$ cat config.mk
export PLATFORM = sky130hd
export DESIGN_NAME = hex_step_scheduler_flat
export DESIGN_NICKNAME = d
export VERILOG_FILES = /design/src/rtl/hex_step_pkg.sv /design/src/rtl/hex_step_scheduler_if.sv /design/src/rtl/hex_step_scheduler_btn_sync_edge.sv /design/src/rtl/hex_step_scheduler.sv /design/src/flat_wrapper.sv
export SDC_FILE = /design/constraint.sdc
export NUM_CORES = 1
export LEC_CHECK = 0
export BUFFER_PORTS_ARGS = -buffer_cell sky130_fd_sc_hd__buf_2
export CAP_MARGIN = 20
export CORE_MARGIN = 4
export CORE_UTILIZATION = 55
export CTS_CLUSTER_DIAMETER = 60
export DETAILED_ROUTE_END_ITERATION = 10
export PLACE_DENSITY = 0.82
export SYNTH_ARGS = -nofsm -noshare
export SYNTH_HDL_FRONTEND = slang
export SYNTH_SLANG_ARGS = --single-unit
$ cat constraint.sdc
create_clock -name clk -period 2.1 [get_ports clk]
set_input_delay 0.105 -clock clk [delete_from_list [all_inputs] [get_ports clk]]
set_output_delay 0.105 -clock clk [all_outputs]
set_load 0.03 [all_outputs]
$ cat src/rtl/hex_step_pkg.sv
// hex_step_pkg: shared constants for the HEX0 ring scheduler.
package hex_step_pkg;
  localparam int IDX_W = 3;
  localparam int RING = 5;
  localparam logic [IDX_W-1:0] IDX_LAST = IDX_W'(RING - 1);
  localparam logic [1:0] MODE_MANUAL = 2'b00;
  localparam logic [1:0] MODE_AUTO = 2'b01;
  localparam logic [1:0] MODE_PAUSED = 2'b10;
  localparam logic [6:0] SEG_3 = 7'b0110000;
  localparam logic [6:0] SEG_7 = 7'b1111000;
  localparam logic [6:0] SEG_2 = 7'b0100100;
  localparam logic [6:0] SEG_4 = 7'b0011001;
  localparam logic [6:0] SEG_6 = 7'b0000010;
  function automatic logic [6:0] seg_of(input logic [IDX_W-1:0] i);
    return i == 3'd0 ? SEG_3 : i == 3'd1 ? SEG_7 : i == 3'd2 ? SEG_2 :
           i == 3'd3 ? SEG_4 : i == 3'd4 ? SEG_6 : SEG_3;
  endfunction
endpackage

$ cat src/rtl/hex_step_scheduler_if.sv
// hex_step_scheduler_if: control inputs and display outputs of the ring scheduler.
interface hex_step_scheduler_if;
  import hex_step_pkg::*;
  logic btn_step;
  logic dir_in;
  logic auto_en;
  logic pause;
  logic step_pulse;
  logic step_dir;
  logic [IDX_W-1:0] index;
  logic [6:0] hex_out;
  logic [1:0] mode;
  modport master (output btn_step, dir_in, auto_en, pause,
                  input step_pulse, step_dir, index, hex_out, mode);
  modport slave (input btn_step, dir_in, auto_en, pause,
                 output step_pulse, step_dir, index, hex_out, mode);
endinterface

$ cat src/rtl/hex_step_scheduler_btn_sync_edge.sv
// btn_sync_edge: multi-flop synchronizer plus rising-edge detector.
module btn_sync_edge #(
  parameter int STAGES = 2
) (
  input  logic clk,
  input  logic reset,
  input  logic raw,
  output logic rise
);
  logic [STAGES-1:0] sync;
  logic prev;
  // History resets high so a button held through reset is not seen as a press.
  always_ff @(posedge clk or posedge reset) begin
    if (reset) begin
      sync <= '1;
      prev <= 1'b1;
    end else begin
      sync <= {sync[STAGES-2:0], raw};
      prev <= sync[STAGES-1];
    end
  end
  assign rise = sync[STAGES-1] & ~prev;
endmodule

$ cat src/rtl/hex_step_scheduler.sv
// hex_step_scheduler: manual/auto stepping of the five-digit HEX0 ring.
module hex_step_scheduler
  import hex_step_pkg::*;
#(
  parameter int TICK_DIV = 50_000_000,
  parameter int SYNC_STAGES = 2
) (
  input logic clk,
  input logic reset,
  hex_step_scheduler_if.slave bus
);
  localparam int TW = $clog2(TICK_DIV);
  logic [TW-1:0] timer;
  logic man_edge, auto_tick, step;
  logic [1:0] mode_nxt;
  logic [IDX_W-1:0] idx_nxt;
  btn_sync_edge #(.STAGES(SYNC_STAGES)) u_btn (
    .clk(clk),
    .reset(reset),
    .raw(bus.btn_step),
    .rise(man_edge)
  );
  assign mode_nxt = !bus.auto_en ? MODE_MANUAL : bus.pause ? MODE_PAUSED : MODE_AUTO;
  assign auto_tick = bus.mode == MODE_AUTO && timer == TW'(TICK_DIV - 1);
  assign step = man_edge | auto_tick;
  // Out-of-ring indices recover to position 0 on the next step.
  assign idx_nxt = bus.index > IDX_LAST ? '0 :
                   bus.dir_in ? (bus.index == IDX_LAST ? '0 : bus.index + 1'b1) :
                   (bus.index == '0 ? IDX_LAST : bus.index - 1'b1);
  always_ff @(posedge clk or posedge reset) begin
    if (reset) begin
      timer <= '0;
      bus.mode <= MODE_MANUAL;
      bus.index <= '0;
      bus.hex_out <= SEG_3;
      bus.step_pulse <= 1'b0;
      bus.step_dir <= 1'b1;
    end else begin
      bus.mode <= mode_nxt;
      timer <= (bus.mode == MODE_MANUAL || auto_tick) ? '0 :
               bus.mode == MODE_AUTO ? timer + 1'b1 : timer;
      bus.step_pulse <= step;
      if (step) begin
        bus.index <= idx_nxt;
        bus.hex_out <= seg_of(idx_nxt);
        bus.step_dir <= bus.dir_in;
      end
    end
  end
endmodule
$ cat src/flat_wrapper.sv
// flat-port wrapper written by rule: the top's interface ports become plain ports
module hex_step_scheduler_flat import hex_step_pkg::*;
#(
  parameter int TICK_DIV = 50_000_000,
  parameter int SYNC_STAGES = 2
)
  (clk, reset, bus_btn_step, bus_dir_in, bus_auto_en, bus_pause, bus_step_pulse, bus_step_dir, bus_index, bus_hex_out, bus_mode);
  hex_step_scheduler_if bus_i ();
  input logic clk;
  input logic reset;
  input wire logic [$bits(bus_i.btn_step)-1:0] bus_btn_step;
  input wire logic [$bits(bus_i.dir_in)-1:0] bus_dir_in;
  input wire logic [$bits(bus_i.auto_en)-1:0] bus_auto_en;
  input wire logic [$bits(bus_i.pause)-1:0] bus_pause;
  output wire logic [$bits(bus_i.step_pulse)-1:0] bus_step_pulse;
  output wire logic [$bits(bus_i.step_dir)-1:0] bus_step_dir;
  output wire logic [$bits(bus_i.index)-1:0] bus_index;
  output wire logic [$bits(bus_i.hex_out)-1:0] bus_hex_out;
  output wire logic [$bits(bus_i.mode)-1:0] bus_mode;
  assign bus_i.btn_step = bus_btn_step;
  assign bus_i.dir_in = bus_dir_in;
  assign bus_i.auto_en = bus_auto_en;
  assign bus_i.pause = bus_pause;
  assign bus_step_pulse = bus_i.step_pulse;
  assign bus_step_dir = bus_i.step_dir;
  assign bus_index = bus_i.index;
  assign bus_hex_out = bus_i.hex_out;
  assign bus_mode = bus_i.mode;
  hex_step_scheduler #(.TICK_DIV(TICK_DIV), .SYNC_STAGES(SYNC_STAGES)) u_core (.clk(clk), .reset(reset), .bus(bus_i));
endmodule
## After elaboration in Yosys (flattened, before gate mapping)

Cells that the tools add are included.

| storage, ports and cells | value |
|---|---|
| register bits after elaboration | 43 |
| input bits | 6 |
| output and inout port bits | 14 |
| logic and storage cells | 41 |

| operators by class | value |
|---|---|
| add/sub/neg operators | 3 |
| order comparisons | 1 |
| eq/ne operators | 7 |
| muxes and demuxes | 13 |
| bitwise operators | 3 |
| reduce and logical (&&, ||, !) cells | 6 |

Operator list:

| cell | number |
|---|---|
| $mux 26 | 2 |
| $mux 7 | 4 |
| $add 26x1->26 const B | 1 |
| $eq 26x26->1 const B | 1 |
| $mux 3 | 4 |
| $eq 3x2->1 const B | 2 |
| $eq 3x3->1 const B | 2 |
| $logic_not 3->1 | 2 |
| $mux 6 | 1 |
| $mux 2 | 2 |
| $add 3x1->3 const B | 1 |
| $eq 3x1->1 const B | 1 |
| $gt 3x3->1 const B | 1 |
| $sub 3x1->3 const B | 1 |
| $eq 2x1->1 const B | 1 |
| $logic_not 2->1 | 1 |
| $reduce_bool 2->1 | 1 |
| $and 1x1->1 | 1 |
| $logic_and 1x1->1 | 1 |
| $logic_or 1x1->1 | 1 |
| $not 1->1 | 1 |
| $or 1x1->1 | 1 |

## Longest topological paths before layout

Gate-level depths: netlist of the first run.

| depth | value |
|---|---|
| word-level depth | 10 |
| mapped depth | 8 |
| depth with buffers taken out | 8 |

## Modules after synthesis

A second synthesis of the first run with hierarchy kept.

| unflattened totals | value |
|---|---|
| cell total of the unflattened synthesis | 209 |
| area total of the unflattened synthesis | 2170.8 µm² |

By module, submodules not included:

| module | instances | cells an instance | area an instance (µm²) | seq. area each (µm²) |
|---|---|---|---|---|
| hex_step_scheduler | 1 | 204 | 2074.5 | 1004.7 |
| btn_sync_edge | 1 | 5 | 96.3 | 78.8 |

## Worst setup path before layout of the first run

OpenSTA, ideal clock, no wires.

| timing path | value |
|---|---|
| path kind | register to register |
| from | register u_core.bus.index[0] |
| to | register u_core.bus.hex_out[1] |
| library setup time | 125 ps |
| data arrival time | 1898 ps |
| data required time | 1975 ps |
| path slack | 78 ps |
| cell stages (with the launch flop) | 9 |
| path buffers | 0 |
| clock period less this slack | 2022 ps |
| path through | dfrtp_1 inv_1 ha_1 ha_1 nor2b_1 o21ai_0 a21bo_2 nor3_1 mux2_2 |

| on the way | value |
|---|---|
| word-level cells in the longest chain between the ends | 10 |
| elaborated cells between the ends (all ways) | 19 |
| classes of those cells | 2 x add/sub; 1 x order compare; 5 x eq/ne; 9 x mux; 2 x reduce/logical |

Ends and longest elaborated chain:

| element | RTL line | RTL |
|---|---|---|
| start, declared | hex_step_scheduler_if.sv:16 | `output step_pulse, step_dir, index, hex_out, mode);` |
| start signal, assigned | hex_step_scheduler.sv:44 | `bus.index <= idx_nxt;` |
| $sub 3x1->3 (tied with other cells) | hex_step_scheduler.sv:29 | `(bus.index == '0 ? IDX_LAST : bus.index - 1'b1);` |
| $mux 3 (on tied branches) | hex_step_scheduler.sv:29, hex_step_scheduler.sv:28 |  |
| $mux 3 | hex_step_scheduler.sv:28 | `bus.dir_in ? (bus.index == IDX_LAST ? '0 : bus.index + 1'b1) :` |
| $mux 3 (*) | hex_step_scheduler.sv:27 | `assign idx_nxt = bus.index > IDX_LAST ? '0 :` |
| $eq 3x3->1 | hex_step_pkg.sv:16 | `i == 3'd3 ? SEG_4 : i == 3'd4 ? SEG_6 : SEG_3;` |
| $mux 6 | hex_step_pkg.sv:16 |  |
| $mux 7 | hex_step_pkg.sv:16 |  |
| $mux 7 (2 in series) | hex_step_pkg.sv:15 | `return i == 3'd0 ? SEG_3 : i == 3'd1 ? SEG_7 : i == 3'd2 ? SEG_2 :` |
| $mux 7 (*) | hex_step_pkg.sv:15 |  |
| end signal, assigned | hex_step_scheduler.sv:45 | `bus.hex_out <= seg_of(idx_nxt);` |
| end, declared | hex_step_scheduler_if.sv:16 |  |

Mark *: on every way between the ends. The rest lies on a longest branch, timed or not.
A chain may end at the register's enable or synchronous reset.

## Worst setup path in the final report of the first run

| timing path | value |
|---|---|
| from | register u_core.timer[0] |
| to | register u_core.timer[14] |

| on the way | value |
|---|---|
| word-level cells in the longest chain between the ends | 4 |
| elaborated cells between the ends (all ways) | 7 |
| classes of those cells | 1 x add/sub; 1 x eq/ne; 2 x mux; 3 x reduce/logical |

Ends and longest elaborated chain:

| element | RTL line | RTL |
|---|---|---|
| start, declared | hex_step_scheduler.sv:13 | `logic [TW-1:0] timer;` |
| start signal, assigned | hex_step_scheduler.sv:40 | `timer <= (bus.mode == MODE_MANUAL \|\| auto_tick) ? '0 :` |
| parallel branches: the longest is 4 deep, another holds $add 26x1->26 | -- |  |

Several ways; the timed one is not identified. The select of a mux whose other input is x is not followed.

==> metrics, run 1 <==
status=finished, final reports clean; #FFs+latches synth=43; CTS tree=yes; Vias=1671; max incr delay on CP=between 0.4 and 0.5 ns; Period minus WS final=roughly 2 ns; largest net degree at the start of global routing=44; setup ws final=0.107 ns; Remaining DRCs=0; Post-Place Cells=~290; reg2reg setup slack=0.11 ns; diode count=0; Required @ worst endpoint=2.26 ns; vias per cell=5.59; Post-synth top cells=nor2_1, dfrtp_1, nand2_1; # IOs=20; yosys warns=0; Hold Fails Final Rpt=0; core area=approximately 3800 sq um; Leak=between 1 and 1.5 nW; power per cell area=between 900 and 1000 nW/um^2; RSZ-0062 raised after global routing=true; crit path launch=u_core.timer[0]; Post-synth ARST share=100%; Hold Worst Slack=approximately 0.027 ns; Crit Path Class=flop to flop; # setup viols final=0; Cell Count, Final, Fillers Out=~300; Max rail drop VDD=~660 uV; Tightest Pin Transition=around 0.53 ns; synth unique cells=38; router iterations before antenna repair=4; fin area=2510 sq um; Fmax=around 500 MHz; CTS Root Cell=clkbuf_8; Post-Syn Nets=around 230; Cells after Synth=roughly 220; largest delay contributor family on the critical path=simple AND/OR/NAND/NOR gates; clk_lat worst skew=around 0.29 ns; RePlAce Congestion=roughly 0.83; global-route wire length before repair=between 7 and 8 mm; HPWL after DPL=around 2.9 mm; wirelength, routed=4.31 mm; Die Span X=just over 70 um; CP Capture Type=flop; die height=~70 um; Area growth syn-to-layout=14.2%; Syn Area/Cell=about 10 sq um; top_reg_cell synth=dfrtp_1; H-tree levels=2; Worst EP arrival=2.15 ns; Initial Util=between 50% and 60%; Rel. slew slack=about 65%; global route overflow=0; CTS sink cnt=43; post-synth top area share=a little over two fifths; initial antenna violation count=0; Hold Crit Class=input port to flop; Critical Path Source Type=flop; worst reg-to-reg path cell count=6; DP Worst Slack=between 0.02 and 0.025 ns; Tot GR Track Use=between 10% and 20%; Layout Skew=approximately 0.0070 ns; top-count cell post-synth=nor2_1; Rows=22; RR Endpoint=u_core.timer[14]; initial DRC count=between 150 and 200; Area contributors post-synth=dfrtp_1, dfstp_2, nor2_1; Setup Fix Bufs, Post-CTS=0; critical path's slowest cell=or2_2; Critical path buffers and inverters=0; Area after DPL=2370 sq um; nets@finish=between 200 and 300; Post-synth EDFFs=0; Worst path depth=6; Max-cap violations=0; total power=roughly 2.3 mW; Clk pin slew, worst setup/hold paths=approximately 0.080 ns; vias in the first global route=about 1600; Post-Syn Area=2200 sq um; cells along the critical path=ha_1 -> and3b_2 -> nand4_2 -> nor3_1 -> or2_2 -> nor2_1; TritonCTS Buffers=5; area leader, netlist=dfrtp_1; clk buf depth=2; post-synthesis sequential area ratio=about half; die footprint=between 5000 and 6000 sq um; period utilization=94.9%; CP endpoint=u_core.timer[14]; Reg-to-Reg Start=u_core.timer[0]; share of cells above drive strength 1=21.1%; number of port buffers=19; post-route ant nets=0; Max Slew Vio Count=0; worst-path maximum fanout=20; wire per inst=14.4 um
power breakdown:
| part | switching [mW] | leakage [nW] | internal, mW |
|---|---|---|---|
| Clock | 0.264 | 0.0515 | 0.300 |
| Combinational | 0.503 | 0.494 | 0.277 |
| Sequential | 0.0606 | 0.569 | 0.929 |
metrics by stage:
| stage | util (%) | setup TNS [ns] |
|---|---|---|
| after floorplan | - | 0 |
| after global placement | 62.8 | 0 |
| after detailed placement | 62.8 | 0 |
| after CTS | 66.3 | 0 |
| after global routing | 66.7 | -0.0374 |
| final | 66.7 | 0 |
final cells by class:
cell class,instances,area (sq um)
Inverter,9,33.8
Clock buffer,8,100
Tap cell,48,60.1
Timing Repair Buffer,28,170
Fill cell,279,1260
Sequential cell,43,1080
Multi-Input combinational cell,163,1070
worst register-to-register path: stages (launching register included):
cell and delay (ns):
dfrtp_1 0.41, ha_1 0.22, and3b_2 0.26, nand4_2 0.13, nor3_1 0.32, or2_2 0.42
nor2_1 0.10
what timing repair did:
item,CTS,global route
gates cloned,0,0
setup endpoints to repair,1,4
gates resized for setup,1,4
pin swaps,0,1
endpoints found under the hold margin,39,0
hold buffers,3,0
sequential cells by signal, summed over array words and instances, names as in the netlist:
signal                 flops
u_core.u_btn.prev          1
u_core.u_btn.sync          2
u_core.bus.hex_out         7
u_core.timer              26
u_core.bus.mode            2
u_core.bus.step_dir        1
u_core.bus.step_pulse      1
u_core.bus.index           3
layer usage:
| metal | routed length, um | track usage, % | vias to the layer above |
|---|---|---|---|
| li1 | - | - | 820 |
| met4 | 67 | 6.68 | 0 |
| met1 | 1890 | 21.9 | 802 |
| met5 | 0 | 0 | - |
| met2 | 2150 | 28.9 | 41 |
| met3 | 201 | 4.77 | 8 |
cell families after synthesis:
group / count (synthesis) / share of synthesized area, %
buffers and inverters: 13 / 3.01
multiplexers: 7 / 3.47
AND/OR/NAND/NOR: 108 / 25.4
adder cells (fa/ha/maj): 6 / 3.41
flip-flops: 43 / 49.2
XOR/XNOR: 24 / 9.55
AO/OA/AOI/OAI: 18 / 5.97
how the worst min path moves through the flow:
stage,cells past startpoint,slack (ns),end,startpoint
after floorplan,0,0.11,u_core.u_btn.sync[0],bus_btn_step
after global placement,1,0.21,u_core.u_btn.sync[0],bus_btn_step
after detailed placement,1,0.21,u_core.u_btn.sync[0],bus_btn_step
after CTS,2,0.03,u_core.bus.mode[1],bus_auto_en
after global routing,2,0.04,u_core.bus.mode[1],bus_auto_en
final,2,0.03,u_core.bus.mode[1],bus_auto_en
cell usage in the layout, fill, tap and decap left out, types with 2 or more instances in the layout:
| master | instances |
|---|---|
| nand2_1 | 16 |
| inv_1 | 9 |
| nor4b_1 | 3 |
| nand3_1 | 11 |
| and4_1 | 4 |
| ha_1 | 6 |
| a31oi_1 | 2 |
| and3_1 | 3 |
| dlygate4sd3_1 | 3 |
| nor4_1 | 4 |
| o31ai_1 | 2 |
| dfstp_2 | 6 |
| mux2i_1 | 2 |
| nor3_1 | 5 |
| o21ai_0 | 7 |
| buf_4 | 6 |
| nand4_1 | 6 |
| clkbuf_8 | 7 |
| xnor2_1 | 10 |
| and4b_1 | 2 |
| nor2_1 | 39 |
| buf_2 | 19 |
| dfrtp_1 | 37 |
| mux2_2 | 5 |
| nand2b_1 | 3 |
| xor2_1 | 14 |
| nor2b_1 | 4 |
Note: power is estimated with default switching activity, not from simulation.
==> run 2: changes to the inputs <==
==> constraint.sdc (replaced) <==
create_clock -name clk -period 2.1 [get_ports clk]
set_input_delay 0.21 -clock clk [delete_from_list [all_inputs] [get_ports clk]]
set_output_delay 0.21 -clock clk [all_outputs]
set_load 0.03 [all_outputs]
==> metrics, run 2 (same netlist as run 1, synthesis figures left out) <==
TritonCTS Buffers=5 (unchanged); die height=71.3 um (unchanged); Critical path buffers and inverters=0 (unchanged); Vias=1669 (-0.12%); fin area=2490 sq um (-0.80%); share of cells above drive strength 1=21.3% (+0.17 points); die footprint=5080 sq um (unchanged); Tot GR Track Use=17.3% (-0.21 points); Hold Crit Class=input port to async pin; wirelength, routed=4.26 mm (-1.1%); Tightest Pin Transition=0.530 ns (-0.00147 ns); Worst EP arrival=2.16 ns (about the same); core area=3770 sq um (unchanged); Max-cap violations=0 (unchanged); critical path's slowest cell=or2_2; Remaining DRCs=0 (unchanged); Critical Path Source Type=flop; max FFs per register=26 (unchanged); post-route ant nets=0 (unchanged); vias in the first global route=1597 (-1.5%); Fmax=501 MHz (about the same); CTS tree=yes; power per cell area=934 nW/um^2 (+0.62%); status=finished, final reports clean; DP Worst Slack=0.0214 ns (unchanged); biggest regs=u_core.timer x26, u_core.bus.hex_out x7, u_core.bus.index x3; RePlAce Congestion=0.831 (unchanged); # IOs=20 (unchanged); Max rail drop VDD=666 uV (+0.22%); initial DRC count=218 (+11%); largest delay contributor family on the critical path=simple AND/OR/NAND/NOR gates; vias per cell=5.62 (+0.55%); H-tree levels=2 (unchanged); Initial Util=58.4% (unchanged); largest net degree at the start of global routing=44 (unchanged); HPWL after DPL=2.92 mm (unchanged); most common cell after layout, fill and taps aside=nor2_1; max incr delay on CP=0.42 ns (about the same); register area=1080 sq um (unchanged); Area after DPL=2370 sq um (unchanged); total power=2.33 mW (-0.19%); most flop-heavy register=u_core.timer; clk buf depth=2 (unchanged); area occupied by multi-input gates=1070 sq um (unchanged); # setup viols final=0 (unchanged); Leak=1.11 nW (-0.75%); CP Capture Type=flop; Rel. slew slack=64.7% (+0.098 points); setup ws final=0.106 ns (-0.000984 ns); Max Slew Vio Count=0 (unchanged); nets@finish=260 (-0.76%); Clk pin slew, worst setup/hold paths=0.07 ns (about the same); global route overflow=0 (unchanged); cells along the critical path=ha_1 -> and3b_2 -> nand4_2 -> nor3_1 -> or2_2 -> nor2_1; Hold Worst Slack=0.0336 ns (+0.00609 ns); commonest non-fill, non-tap cells in the layout=nor2_1, dfrtp_1, buf_2, nand2_1, xor2_1; worst-path maximum fanout=20 (unchanged); Period minus WS final=1.99 ns (+0.000984 ns); router iterations before antenna repair=4 (unchanged); Area growth syn-to-layout=13.3%; Die Span X=71.3 um (unchanged); Setup Fix Bufs, Post-CTS=0 (unchanged); number of port buffers=19 (unchanged); Required @ worst endpoint=2.26 ns (about the same); CTS sink cnt=43 (unchanged); wire per inst=14.4 um (-0.47%); CTS Root Cell=clkbuf_8; clk_lat worst skew=0.29 ns (about the same); Layout Skew=0.00720 ns (+0.000204 ns); Hold Fails Final Rpt=0 (unchanged); # fillers=282 (+1.1%); diode count=0 (unchanged); period utilization=95.0% (about the same); initial antenna violation count=0 (unchanged); global-route wire length before repair=6.99 mm (-1.5%); Crit Path Class=flop to flop; Rows=22 (unchanged); RSZ-0062 raised after global routing=true
-- run 2: changes by cell type in the layout (fill, tap and decap cells not counted) --
cell and change:
dlygate4sd3_1 -2
-- run 2: routing by layer --
metal / wire length [um] / track usage (%)
met5: 0 / 0
met4: 67 / 6.68
met3: 241 / 4.77
met2: 2140 / 28.5
met1: 1820 / 21.6
-- run 2: layout make-up --
| cell class | count | share of cell area [%] |
|---|---|---|
| Sequential cell | 43 | 43.5 |
| Multi-Input combinational cell | 163 | 42.7 |
| Timing Repair Buffer | 26 | 6.02 |
| Clock buffer | 8 | 4.01 |
| Tap cell | 48 | 2.41 |
| Inverter | 9 | 1.35 |
-- run 2: worst paths after layout --
kind	startpoint	cells past startpoint	to	slack, ns
setup / recovery	u_core.timer[0]	6	u_core.timer[19]	0.11
hold / removal	reset	3	u_core.timer[16]	0.03
setup reg to reg	u_core.timer[0]	6	u_core.timer[19]	0.11
hold reg to reg	u_core.u_btn.sync[0]	0	u_core.u_btn.sync[1]	0.36
max in group asynchronous	reset	3	u_core.u_btn.sync[0]	1.68
min in group clk	bus_pause	2	u_core.bus.mode[0]	0.08
-- run 2: worst register-to-register path, stage by stage, from the launching register on --
cell and delay, ns:
dfrtp_1 0.41, ha_1 0.22, and3b_2 0.26, nand4_2 0.13
nor3_1 0.32, or2_2 0.42, nor2_1 0.11
-- run 2: what timing repair did --
item	4_1_cts	5_1_grt
gates resized for setup	1	4
hold endpoints to repair	0	1
pin swaps	0	1
setup endpoints to repair	1	4
hold buffers	0	1
-- run 2: report_power, final --
part	switching [mW]	internal [mW]	total, mW
logic	0.502	0.274	0.776
registers	0.0610	0.929	0.990
clock network	0.264	0.300	0.564
total	0.827	1.50	2.33
-- run 2: stage by stage --
stage          TNS [ns]  utilization, %  cells
5_1_grt         -0.0374            66.1    297
6_report              0            66.1    297
2_1_floorplan         0               -    219
3_5_place_dp          0            62.8    288
4_1_cts               0            65.5    296
3_3_place_gp          0            62.8    288
==> run 3: changes to the inputs <==
Settings changed: SYNTH_HIERARCHICAL from default to 1.
==> metrics, run 3 <==
HPWL after DPL=3.20 mm (+9.7%); die height=70.8 um (-0.60%); Tightest Pin Transition=0.483 ns (-0.0462 ns); biggest regs=u_core/timer x26, u_core/bus.hex_out x7, u_core/bus.index x3; Initial Util=58.0% (-0.37 points); CTS sink cnt=43 (unchanged); Period minus WS final=2.04 ns (+0.0424 ns); initial antenna violation count=0 (unchanged); worst-path maximum fanout=5 (-75%); CTS tree=yes; die footprint=5020 sq um (-1.2%); CP Capture Type=flop; period utilization=97.0% (+2.0 points); Post-synth top cells=dfrtp_1, nor2_1, nand2_1; yosys warns=6 (+6); TritonCTS Buffers=5 (unchanged); Required @ worst endpoint=2.32 ns (+0.06 ns); wirelength, routed=4.46 mm (+4.6%); RePlAce Congestion=0.817 (-1.7%); clk_lat worst skew=0.29 ns (about the same); core area=3740 sq um (-0.73%); largest net degree at the start of global routing=22 (-50%); Area contributors post-synth=dfrtp_1, dfstp_2, xor2_1; post-synthesis sequential area ratio=49.9% (+0.68 points); clk buf depth=2 (unchanged); Area growth syn-to-layout=23.4%; # fillers=296 (+5.0%); nets@finish=264 (+1.5%); post-route ant nets=0 (unchanged); global route overflow=0 (unchanged); Clk pin slew, worst setup/hold paths=0.08 ns (about the same); global-route wire length before repair=7.40 mm (+5.8%); area leader, netlist=dfrtp_1; status=finished, final reports clean; Post-synth ARST share=100% (unchanged); Leak=1.25 nW (+13%); CP endpoint=u_core/bus.step_dir; Crit Path Class=flop to flop; Rows=22 (unchanged); commonest non-fill, non-tap cells in the layout=dfrtp_1, nor2_1, nand2_1, buf_4, buf_2; setup tns final=0 ns (unchanged); router iterations before antenna repair=4 (unchanged); # IOs=20 (unchanged); top-count cell post-synth=dfrtp_1; Fmax=491 MHz (-2.1%); Rel. slew slack=67.7% (+3.0 points); Hold Fails Final Rpt=0 (unchanged); Max Slew Vio Count=0 (unchanged); wire per inst=14.8 um (+2.9%); number of port buffers=19 (unchanged); Area after DPL=2460 sq um (+3.7%); Cell Int Power=1.73 mW (+15%); Reg-to-Reg Start=u_core/timer[24]; Max rail drop VDD=461 uV (-31%); Critical Path Source Type=flop; Sw Pwr=0.892 mW (+7.8%); diode count=0 (unchanged); Max-cap violations=0 (unchanged); reg2reg setup slack=0.06 ns (-0.04 ns); Layout Skew=0.00388 ns (-0.00332 ns); Seq pwr share=38.0% (-4.5 points); Sw Share=34.0% (-1.5 points); Syn Area/Cell=10.4 sq um (+3.4%); share of cells above drive strength 1=28.7% (+7.5 points); top_reg_cell synth=dfrtp_1; Vias=1670 (+0.060%); synth unique cells=52 (+37%); Combinational Power Share=33.8% (+0.5 points); H-tree levels=2 (unchanged); Cells after Synth=209 (-4.6%); power per cell area=979 nW/um^2 (+4.8%); # setup viols final=0 (unchanged); Clk pwr share=28.2% (+4.0 points); initial DRC count=112 (-49%); #FFs+latches synth=43 (unchanged); post-synth top area share=42.7% (+0.58 points); RR Endpoint=u_core/bus.step_dir; worst reg-to-reg path cell count=6 (unchanged); CTS Root Cell=clkbuf_8; Post-Syn Nets=220 (-4.8%); Tot GR Track Use=18.6% (+1.3 points); Post-synth EDFFs=0 (unchanged); vias per cell=5.53 (-1.6%); fin area=2680 sq um (+7.4%); Post-Syn Area=2170 sq um (-1.4%); Hold Crit Class=input port to flop; vias in the first global route=1683 (+5.4%); most common cell after layout, fill and taps aside=dfrtp_1; Die Span X=70.8 um (-0.60%); Worst EP arrival=2.26 ns (+0.10 ns); crit path launch=u_core/timer[24]; most flop-heavy register=u_core/timer; Remaining DRCs=0 (unchanged); max FFs per register=26 (unchanged)
-- run 3: power groups by stage --
stage	clock network (mW)	logic, mW	registers [mW]
2_1_floorplan	0	0.378	1.18
3_3_place_gp	0	0.755	1.01
3_5_place_dp	0	0.775	1.01
4_1_cts	0.764	0.795	0.997
5_1_grt	0.793	0.968	1.01
6_report	0.740	0.887	0.996
-- run 3: critical path, stage by stage (launching register included) --
cell,delay [ns]
dfrtp_1,0.38
or4b_1,0.56
nor4_4,0.22
buf_4,0.19
a31oi_4,0.15
buf_4,0.21
mux2_2,0.26
-- run 3: how the worst min path moves through the flow --
stage                                    end      start  slack (ns)  cells after the start
after CTS                 u_core/bus.mode[0]  bus_pause        0.05                      2
final                     u_core/bus.mode[0]  bus_pause        0.07                      2
after global placement       u_core/timer[0]      reset        0.23                      2
after floorplan            u_core/u_btn/prev      reset        0.14                      1
after detailed placement     u_core/timer[0]      reset        0.25                      2
after global routing      u_core/bus.mode[0]  bus_pause        0.06                      2
-- run 3: final cells by class --
class | instances | area (sq um) | share of cell area [%]
sequential | 43 | 1080 | 40.4
clock inverter | 2 | 60.1 | 2.24
multi-input combinational | 151 | 1080 | 40.3
timing repair buffer | 42 | 285 | 10.6
inverter | 10 | 37.5 | 1.40
tap | 48 | 60.1 | 2.24
clock buffer | 6 | 72.6 | 2.71
-- run 3: per-stage QoR --
stage                     util, %  hold WS (ns)  worst slack, ns  instances  total power, mW
after floorplan                 -         0.143           0.0409        209             1.56
after global placement       65.6         0.232           0.0867        290             1.76
after detailed placement     65.6         0.246          -0.0184        290             1.79
after CTS                    69.8        0.0536          0.00225        300             2.56
after global routing         71.6        0.0596          -0.0502        302             2.77
final                        71.6        0.0680           0.0633        302             2.62
-- run 3: kinds of logic after synthesis --
logic type / share of synthesized area, %
DFF: 49.9
and+or+nand+nor: 24.4
AOI/OAI and AO/OA: 9.22
adders and majority gates: 2.88
muxes: 1.90
xor gates and xnor gates: 8.47
buffers and inverters: 3.23
-- run 3: timing repair --
item | in CTS | in global routing
endpoints found under the hold margin | 14 | 0
resized for setup | 1 | 9
cloned | 0 | 1
hold buffers | 2 | 0
buffers inserted | 0 | 1
endpoints found under the setup margin | 1 | 32
pin swaps | 0 | 2
-- run 3: metal layers --
layer | wire, um | global-route usage, % | up-vias
met5 | 0 | 0 | -
met4 | 93 | 7.93 | 0
met3 | 117 | 4.40 | 9
met2 | 2330 | 32.6 | 20
met1 | 1920 | 21.6 | 826
li1 | - | - | 815
